### config.mk
export PLATFORM = sky130hd
export DESIGN_NAME = mem_bus_arbiter_flat
export DESIGN_NICKNAME = d
export VERILOG_FILES = /design/src/rtl/mem_bus_arbiter_pkg.sv /design/src/rtl/mem_bus_arbiter_if.sv /design/src/rtl/mem_arb_timer.sv /design/src/rtl/mem_bus_arbiter.sv /design/src/flat_wrapper.sv
export SDC_FILE = /design/constraint.sdc
export NUM_CORES = 1
export LEC_CHECK = 0
export ABC_AREA = 1
export BUFFER_PORTS_ARGS = -buffer_cell sky130_fd_sc_hd__buf_2
export CORE_UTILIZATION = 49
export CTS_CLUSTER_DIAMETER = 80
export DETAILED_ROUTE_END_ITERATION = 10
export PLACE_DENSITY = 0.89
export SLEW_MARGIN = 30
export SYNTH_ARGS = -nofsm -noshare
export SYNTH_HDL_FRONTEND = slang
export SYNTH_HIERARCHICAL = 1
export SYNTH_SLANG_ARGS = --single-unit
### constraint.sdc
create_clock -name clk -period 2.4 [get_ports clk]
set_clock_uncertainty 0.15 [all_clocks]
set_input_delay 0.48 -clock clk [delete_from_list [all_inputs] [get_ports clk]]
set_output_delay 0.48 -clock clk [all_outputs]
set_load 0.01 [all_outputs]
### src/rtl/mem_bus_arbiter_pkg.sv
// Shared types and constants for the fetch/data memory bus arbiter.
package mem_bus_arbiter_pkg;

   localparam int WORD_ADDR_W      = 30;
   localparam int WORD_W           = 32;
   localparam int ARB_TIMER_WIDTH  = 8;
   localparam int ARB_STREAK_WIDTH = 4;

   localparam logic READ  = 1'b1;
   localparam logic WRITE = 1'b0;

   typedef enum logic [1:0] {
      ARB_IDLE  = 2'd0,
      ARB_BUS_D = 2'd1,
      ARB_BUS_I = 2'd2,
      ARB_RESP  = 2'd3
   } arb_state_e;

   // Saturating increment of the data-grant streak.
   function automatic logic [ARB_STREAK_WIDTH-1:0] streak_inc(
      input logic [ARB_STREAK_WIDTH-1:0] streak,
      input logic [ARB_STREAK_WIDTH-1:0] limit
   );
      logic [ARB_STREAK_WIDTH-1:0] res;
      if (streak >= limit) begin
         res = limit;
      end else begin
         res = streak + 4'd1;
      end
      return res;
   endfunction

endpackage

### src/rtl/mem_bus_arbiter_if.sv
// Requester handshakes plus memory bus, bundled for the arbiter port.
interface mem_bus_arbiter_if;
   import mem_bus_arbiter_pkg::*;

   logic                   d_as_;
   logic                   d_rw;
   logic [WORD_ADDR_W-1:0] d_addr;
   logic [WORD_W-1:0]      d_wr_data;
   logic                   d_miss_align;
   logic [WORD_W-1:0]      d_rd_data;
   logic                   d_rdy;
   logic                   d_err;

   logic                   i_req;
   logic [WORD_ADDR_W-1:0] i_addr;
   logic [WORD_W-1:0]      i_rd_data;
   logic                   i_rdy;
   logic                   i_err;

   logic                   bus_as_;
   logic                   bus_rw;
   logic [WORD_ADDR_W-1:0] bus_addr;
   logic [WORD_W-1:0]      bus_wr_data;
   logic [WORD_W-1:0]      bus_rd_data;
   logic                   bus_rdy;

   modport master (
      input  d_as_, d_rw, d_addr, d_wr_data, d_miss_align,
      input  i_req, i_addr,
      input  bus_rd_data, bus_rdy,
      output d_rd_data, d_rdy, d_err,
      output i_rd_data, i_rdy, i_err,
      output bus_as_, bus_rw, bus_addr, bus_wr_data
   );

   modport slave (
      output d_as_, d_rw, d_addr, d_wr_data, d_miss_align,
      output i_req, i_addr,
      output bus_rd_data, bus_rdy,
      input  d_rd_data, d_rdy, d_err,
      input  i_rd_data, i_rdy, i_err,
      input  bus_as_, bus_rw, bus_addr, bus_wr_data
   );

endinterface

### src/rtl/mem_arb_timer.sv
// Clearable saturating bus wait counter; expired flags the last allowed strobe cycle.
module mem_arb_timer
   import mem_bus_arbiter_pkg::*;
#(
   parameter int TIMEOUT = 255
) (
   input  logic clk,
   input  logic rst_n,
   input  logic clr,
   input  logic en,
   output logic expired
);

   localparam logic [ARB_TIMER_WIDTH-1:0] CNT_MAX  = ARB_TIMER_WIDTH'(TIMEOUT);
   localparam logic [ARB_TIMER_WIDTH-1:0] CNT_LAST = ARB_TIMER_WIDTH'(TIMEOUT - 1);

   logic [ARB_TIMER_WIDTH-1:0] count_q;
   logic [ARB_TIMER_WIDTH-1:0] count_d;

   always_comb begin
      count_d = count_q;
      if (clr) begin
         count_d = 8'd0;
      end else if (en && (count_q != CNT_MAX)) begin
         count_d = count_q + 8'd1;
      end else begin
         count_d = count_q;
      end
   end

   always_ff @(posedge clk or negedge rst_n) begin
      if (!rst_n) begin
         count_q <= 8'd0;
      end else begin
         count_q <= count_d;
      end
   end

   // count_q holds completed strobe cycles, so the current one is the TIMEOUT-th.
   assign expired = (count_q >= CNT_LAST);

endmodule

### src/rtl/mem_bus_arbiter.sv
// Arbitrates the single-port word bus between instruction fetch and load/store,
// with wait-state handshake, misalignment rejection and access timeout.
module mem_bus_arbiter
   import mem_bus_arbiter_pkg::*;
#(
   parameter int TIMEOUT      = 255,
   parameter int STARVE_LIMIT = 4
) (
   input  logic              clk,
   input  logic              rst_n,
   mem_bus_arbiter_if.master bus
);

   localparam logic [ARB_STREAK_WIDTH-1:0] STREAK_MAX = ARB_STREAK_WIDTH'(STARVE_LIMIT);

   arb_state_e                  state_q, state_d;
   logic                        bus_as_q, bus_as_d;
   logic                        bus_rw_q, bus_rw_d;
   logic [WORD_ADDR_W-1:0]      bus_addr_q, bus_addr_d;
   logic [WORD_W-1:0]           bus_wr_data_q, bus_wr_data_d;
   logic [WORD_W-1:0]           d_rd_data_q, d_rd_data_d;
   logic                        d_rdy_q, d_rdy_d;
   logic                        d_err_q, d_err_d;
   logic [WORD_W-1:0]           i_rd_data_q, i_rd_data_d;
   logic                        i_rdy_q, i_rdy_d;
   logic                        i_err_q, i_err_d;
   logic [ARB_STREAK_WIDTH-1:0] streak_q, streak_d;
   logic                        timer_clr_s;
   logic                        timer_en_s;
   logic                        expired_s;

   mem_arb_timer #(.TIMEOUT(TIMEOUT)) u_timer (
      .clk     (clk),
      .rst_n   (rst_n),
      .clr     (timer_clr_s),
      .en      (timer_en_s),
      .expired (expired_s)
   );

   always_comb begin
      state_d       = state_q;
      bus_as_d      = bus_as_q;
      bus_rw_d      = bus_rw_q;
      bus_addr_d    = bus_addr_q;
      bus_wr_data_d = bus_wr_data_q;
      d_rd_data_d   = d_rd_data_q;
      d_rdy_d       = 1'b0;
      d_err_d       = 1'b0;
      i_rd_data_d   = i_rd_data_q;
      i_rdy_d       = 1'b0;
      i_err_d       = 1'b0;
      streak_d      = streak_q;
      timer_clr_s   = 1'b1;
      timer_en_s    = 1'b0;

      case (state_q)
         ARB_IDLE: begin
            // Misaligned data is answered directly and never reaches the bus.
            if (!bus.d_as_ && bus.d_miss_align) begin
               state_d = ARB_RESP;
               d_rdy_d = 1'b1;
               d_err_d = 1'b1;
            end else if (!bus.d_as_ && (!bus.i_req || (streak_q < STREAK_MAX))) begin
               state_d       = ARB_BUS_D;
               bus_as_d      = 1'b0;
               bus_rw_d      = bus.d_rw;
               bus_addr_d    = bus.d_addr;
               bus_wr_data_d = bus.d_wr_data;
               if (bus.i_req) begin
                  streak_d = streak_inc(streak_q, STREAK_MAX);
               end else begin
                  streak_d = 4'd0;
               end
            end else if (bus.i_req) begin
               state_d    = ARB_BUS_I;
               bus_as_d   = 1'b0;
               bus_rw_d   = READ;
               bus_addr_d = bus.i_addr;
               streak_d   = 4'd0;
            end else begin
               state_d = ARB_IDLE;
            end
         end
         ARB_BUS_D: begin
            timer_en_s  = 1'b1;
            timer_clr_s = bus.bus_rdy | expired_s;
            if (bus.bus_rdy) begin
               state_d  = ARB_RESP;
               bus_as_d = 1'b1;
               d_rdy_d  = 1'b1;
               if (bus_rw_q == READ) begin
                  d_rd_data_d = bus.bus_rd_data;
               end else begin
                  d_rd_data_d = d_rd_data_q;
               end
            end else if (expired_s) begin
               state_d     = ARB_RESP;
               bus_as_d    = 1'b1;
               d_rdy_d     = 1'b1;
               d_err_d     = 1'b1;
               d_rd_data_d = 32'd0;
            end else begin
               state_d = ARB_BUS_D;
            end
         end
         ARB_BUS_I: begin
            timer_en_s  = 1'b1;
            timer_clr_s = bus.bus_rdy | expired_s;
            if (bus.bus_rdy) begin
               state_d     = ARB_RESP;
               bus_as_d    = 1'b1;
               i_rdy_d     = 1'b1;
               i_rd_data_d = bus.bus_rd_data;
            end else if (expired_s) begin
               state_d     = ARB_RESP;
               bus_as_d    = 1'b1;
               i_rdy_d     = 1'b1;
               i_err_d     = 1'b1;
               i_rd_data_d = 32'd0;
            end else begin
               state_d = ARB_BUS_I;
            end
         end
         ARB_RESP: begin
            state_d = ARB_IDLE;
         end
         default: begin
            state_d  = ARB_IDLE;
            bus_as_d = 1'b1;
         end
      endcase
   end

   always_ff @(posedge clk or negedge rst_n) begin
      if (!rst_n) begin
         state_q       <= ARB_IDLE;
         bus_as_q      <= 1'b1;
         bus_rw_q      <= READ;
         bus_addr_q    <= 30'd0;
         bus_wr_data_q <= 32'd0;
         d_rd_data_q   <= 32'd0;
         d_rdy_q       <= 1'b0;
         d_err_q       <= 1'b0;
         i_rd_data_q   <= 32'd0;
         i_rdy_q       <= 1'b0;
         i_err_q       <= 1'b0;
         streak_q      <= 4'd0;
      end else begin
         state_q       <= state_d;
         bus_as_q      <= bus_as_d;
         bus_rw_q      <= bus_rw_d;
         bus_addr_q    <= bus_addr_d;
         bus_wr_data_q <= bus_wr_data_d;
         d_rd_data_q   <= d_rd_data_d;
         d_rdy_q       <= d_rdy_d;
         d_err_q       <= d_err_d;
         i_rd_data_q   <= i_rd_data_d;
         i_rdy_q       <= i_rdy_d;
         i_err_q       <= i_err_d;
         streak_q      <= streak_d;
      end
   end

   assign bus.bus_as_     = bus_as_q;
   assign bus.bus_rw      = bus_rw_q;
   assign bus.bus_addr    = bus_addr_q;
   assign bus.bus_wr_data = bus_wr_data_q;
   assign bus.d_rd_data   = d_rd_data_q;
   assign bus.d_rdy       = d_rdy_q;
   assign bus.d_err       = d_err_q;
   assign bus.i_rd_data   = i_rd_data_q;
   assign bus.i_rdy       = i_rdy_q;
   assign bus.i_err       = i_err_q;

endmodule

### src/flat_wrapper.sv
// flat-port wrapper written by rule: the top's interface ports become plain ports
module mem_bus_arbiter_flat import mem_bus_arbiter_pkg::*;
#(
   parameter int TIMEOUT      = 255,
   parameter int STARVE_LIMIT = 4
)
  (clk, rst_n, bus_d_as_, bus_d_rw, bus_d_addr, bus_d_wr_data, bus_d_miss_align, bus_i_req, bus_i_addr, bus_bus_rd_data, bus_bus_rdy, bus_d_rd_data, bus_d_rdy, bus_d_err, bus_i_rd_data, bus_i_rdy, bus_i_err, bus_bus_as_, bus_bus_rw, bus_bus_addr, bus_bus_wr_data);
  mem_bus_arbiter_if bus_i ();
  input  logic clk;
  input  logic rst_n;
  input wire logic [$bits(bus_i.d_as_)-1:0] bus_d_as_;
  input wire logic [$bits(bus_i.d_rw)-1:0] bus_d_rw;
  input wire logic [$bits(bus_i.d_addr)-1:0] bus_d_addr;
  input wire logic [$bits(bus_i.d_wr_data)-1:0] bus_d_wr_data;
  input wire logic [$bits(bus_i.d_miss_align)-1:0] bus_d_miss_align;
  input wire logic [$bits(bus_i.i_req)-1:0] bus_i_req;
  input wire logic [$bits(bus_i.i_addr)-1:0] bus_i_addr;
  input wire logic [$bits(bus_i.bus_rd_data)-1:0] bus_bus_rd_data;
  input wire logic [$bits(bus_i.bus_rdy)-1:0] bus_bus_rdy;
  output wire logic [$bits(bus_i.d_rd_data)-1:0] bus_d_rd_data;
  output wire logic [$bits(bus_i.d_rdy)-1:0] bus_d_rdy;
  output wire logic [$bits(bus_i.d_err)-1:0] bus_d_err;
  output wire logic [$bits(bus_i.i_rd_data)-1:0] bus_i_rd_data;
  output wire logic [$bits(bus_i.i_rdy)-1:0] bus_i_rdy;
  output wire logic [$bits(bus_i.i_err)-1:0] bus_i_err;
  output wire logic [$bits(bus_i.bus_as_)-1:0] bus_bus_as_;
  output wire logic [$bits(bus_i.bus_rw)-1:0] bus_bus_rw;
  output wire logic [$bits(bus_i.bus_addr)-1:0] bus_bus_addr;
  output wire logic [$bits(bus_i.bus_wr_data)-1:0] bus_bus_wr_data;
  assign bus_i.d_as_ = bus_d_as_;
  assign bus_i.d_rw = bus_d_rw;
  assign bus_i.d_addr = bus_d_addr;
  assign bus_i.d_wr_data = bus_d_wr_data;
  assign bus_i.d_miss_align = bus_d_miss_align;
  assign bus_i.i_req = bus_i_req;
  assign bus_i.i_addr = bus_i_addr;
  assign bus_i.bus_rd_data = bus_bus_rd_data;
  assign bus_i.bus_rdy = bus_bus_rdy;
  assign bus_d_rd_data = bus_i.d_rd_data;
  assign bus_d_rdy = bus_i.d_rdy;
  assign bus_d_err = bus_i.d_err;
  assign bus_i_rd_data = bus_i.i_rd_data;
  assign bus_i_rdy = bus_i.i_rdy;
  assign bus_i_err = bus_i.i_err;
  assign bus_bus_as_ = bus_i.bus_as_;
  assign bus_bus_rw = bus_i.bus_rw;
  assign bus_bus_addr = bus_i.bus_addr;
  assign bus_bus_wr_data = bus_i.bus_wr_data;
  mem_bus_arbiter #(.TIMEOUT(TIMEOUT), .STARVE_LIMIT(STARVE_LIMIT)) u_core (.clk(clk), .rst_n(rst_n), .bus(bus_i));
endmodule
==> results.md <==
- RSZ-0062 raised after global routing: no
- Number of cells after detailed placement: 1205
- Type of destination of the critical path: register
- Vert. Die Dim: 117.7 um
- Remaining antenna violation count after routing: 0
- Number of sinks on the clock net: 146
- Commonest non-fill, non-tap cells in the layout: nand2_1 (273), buf_2 (261), dfrtp_1 (144)
- Critical path type: register to register
- Critical path capture point: u_core/bus.d_rd_data[16]
- Antenna violations before repair: 1
- Reg-to-Reg End: u_core/bus.d_rd_data[16]
- Hold violation total from the final report: 0
- Synthesized net count: 939
- Multiplexer share of the synthesized area: 0
- Floorplan Core Area: 0.01282 mm^2
- Final critical-path required period: 2.086 ns
- Total routing usage reported by global routing: 0.2651
- HPWL after DPL: 11.96 mm
- Mean cell area of the mapped netlist: 8.197 um^2
- Setup TNS after final layout: 0 ns
- Flip-flop and latch count after synthesis: 146
- Detail-routed net length per standard cell: 14.16 um
- Vias per cell: 5.116
- Clock tree root driver cell: clkbuf_16
- Worst reg2reg startpoint: u_core/u_timer/count_q[0]
- Utilization after layout: 0.6747
- Worst endpoint data arrival time: 2.19 ns
- Max-Cap Viols: 0
- Routed via count: 6334
- Critical Path Start: u_core/u_timer/count_q[0]
- Final Wtd Congestion: 0.8416
- R2R Setup Slk: 0.31 ns
- Buffer levels on the longest clock path: 2
- Required time reported for the critical path endpoint: 2.50 ns
- Aggregate global routing overflow: 0
- Worst slew margin: 0.4984
- Main combinational cell family by area after synthesis: simple AND/OR/NAND/NOR gates
- TritonCTS clock tree: built
- Number of setup buffers added after CTS: 0
- VDD IR-drop max: 0.6186 mV
- Adder-cell share of the synthesized area: 0.01526
- Hold Crit Class: input pin to register
- Number of buffers added by the clock tree synthesis step: 17
- Global-route wire length before repair: 29.46 mm
- Yosys cell types: 22
- Final cell count without fillers: 1238
- Fraction of post-synthesis cell area in the top cell type by area: 0.5495
- Critical-path maximum fanout: 64
- Total I/O pin count: 263
- Actual transition at the worst max-transition pin: 0.7506 ns
- Largest net degree at the start of global routing: 65
- Row cnt: 41
- Vias in the first global route: 6055
- Share of post-route cells with drive strength above 1: 0.3023
- Count of pins over their slew limit: 0
- Cell depth of the worst flop-to-flop path: 9
- Initial standard-cell utilization of the core: 0.5113
- Number of nets in the layout: 1192
- Layout overhead on the synthesized area: 31.96%
- Max Fclk: 479.3 MHz
- Post-synthesis compound-gate area fraction: 0.05800
- Cells after synthesis: 800
- Violation count after the first detailed-routing iteration: 533
- Fraction of synthesized cell area in xor and xnor cells: 0.002671
- Most common cell after layout, fill and taps aside: nand2_1
- Setup WS post-layout: 0.3137 ns
- Total of warnings raised by yosys: 6
- Netlist Area Pre-Place: 0.006558 mm^2
- Final-report setup violation count: 0
- Post-CTS Resized: 0
- Clock slew at the register clock pins of the worst setup and hold paths: 0.06 ns
- Result of the run: complete, no violations
- Leading post-synthesis cells by cell area: dfrtp_1 (55%), nand2_1 (16%), nand3_1 (10%)
- Cell Area, Placed: 0.008014 mm^2
- Hold-fix buffers, CTS: 1
- Worst slack, placed: 0.1667 ns
- Part of the Yosys area used for sequential elements: 0.5575
- Leakage power summed over all cells: 5.004 nW
- Overall die width: 117.7 um
- Simple-gate portion of the synthesized area: 0.2849
- Kind of launch point of the worst setup path: register
- Number of design rule violations left after detail routing: 0
- Pwr per Cell Area: 1228 mW/mm^2
- H-Tree Level Count: 4
- Total wirelength of the detailed-routed design: 17.53 mm
- Library cell with the largest summed area after synthesis: dfrtp_1
- Number of iterations in the first detailed-routing pass: 7
- Clock network latency to the later pin of the worst-skew pair: 0.41 ns
- Buffers on Ports: 262
- Post-route cell area: 0.008653 mm^2
- Part of the cycle the worst path needs: 0.8693
- Overall die area: 0.01385 mm^2
## report_power, final
| part | internal (mW) | switching [mW] |
|---|---|---|
| Clock | 1.81 | 0.971 |
| Combinational | 1.42 | 2.37 |
| Sequential | 3.49 | 0.559 |
| Total | 6.72 | 3.90 |
## cell type report
type	instances	area, um^2
Inverter	86	324.1
Antenna cell	1	2.502
Clock inverter	10	156.4
Timing Repair Buffer	277	1458
Multi-Input combinational cell	525	2371
Tap cell	172	215.2
Fill cell	1042	4172
Sequential cell	146	3656
Clock buffer	21	470.5
## stage by stage
stage / power [mW] / hold slack [ns]
floorplan: 6.182 / 0.03441
global placement: 7.666 / 0.2424
detailed placement: 7.837 / 0.2444
CTS: 10.69 / 0.1334
global route: 11.31 / 0.1501
finish: 10.62 / 0.1512
## how the worst min path moves through the flow
| stage | startpoint | endpoint | depth (start not counted) |
|---|---|---|---|
| floorplan | rst_n | u_core/bus.bus_addr[0] | 0 |
| global placement | rst_n | u_core/bus.d_rd_data[19] | 1 |
| detailed placement | rst_n | u_core/bus.d_rd_data[21] | 1 |
| CTS | bus_d_wr_data[22] | u_core/bus.bus_wr_data[22] | 3 |
| global route | bus_d_wr_data[0] | u_core/bus.bus_wr_data[0] | 3 |
| finish | bus_d_wr_data[22] | u_core/bus.bus_wr_data[22] | 3 |
## flip-flops by register name, indices dropped and copies added (netlist names)
name and count:
u_core/bus.bus_wr_data 32, u_core/bus.d_rd_data 32, u_core/bus.i_rd_data 32, u_core/bus.bus_addr 30
u_core/u_timer/count_q 8, u_core/streak_q 4, u_core/state_q 2, u_core/bus.bus_as_ 1
u_core/bus.bus_rw 1, u_core/bus.d_err 1, u_core/bus.d_rdy 1, u_core/bus.i_err 1
u_core/bus.i_rdy 1
## worst max-delay path, cell delays in order (launching register included)
cell and delay, ns:
dfrtp_1 0.38, inv_1 0.10, ha_1 0.19, o21ai_0 0.14, nor2_1 0.09, nand2_1 0.09
nand2_1 0.06, nand2_2 0.05, buf_4 0.46, o21ai_0 0.21
## synthesized netlist by cell type
cell type,n
nand2_1,273
dfrtp_1,144
nand3_1,133
inv_1,84
o21ai_0,73
buf_2,22
nor2_1,17
clkbuf_1,15
ha_1,8
nand2_2,7
buf_4,6
nand4_1,3
dfstp_2,2
nor2_2,2
nor2_4,2
o21ai_1,2
xor2_1,2
a21oi_1,1
clkinv_2,1
inv_2,1
nand2_4,1
nor3_1,1
## kinds of logic (layout without fill, tap and decap cells)
logic type | count (synthesis) | count (layout)
xor+xnor | 2 | 2
simple gates | 439 | 439
buf+inv | 129 | 394
fa+ha+maj | 8 | 8
compound gates | 76 | 76
flops | 146 | 146
other cells | 0 | 1
## routing by layer
metal,share of wire,global-route usage
met1,0.41,0.3317
met2,0.49,0.4401
met3,0.067,0.05911
met4,0.025,0.1170
met5,0,0
Note: power is estimated with default switching activity, not from simulation.
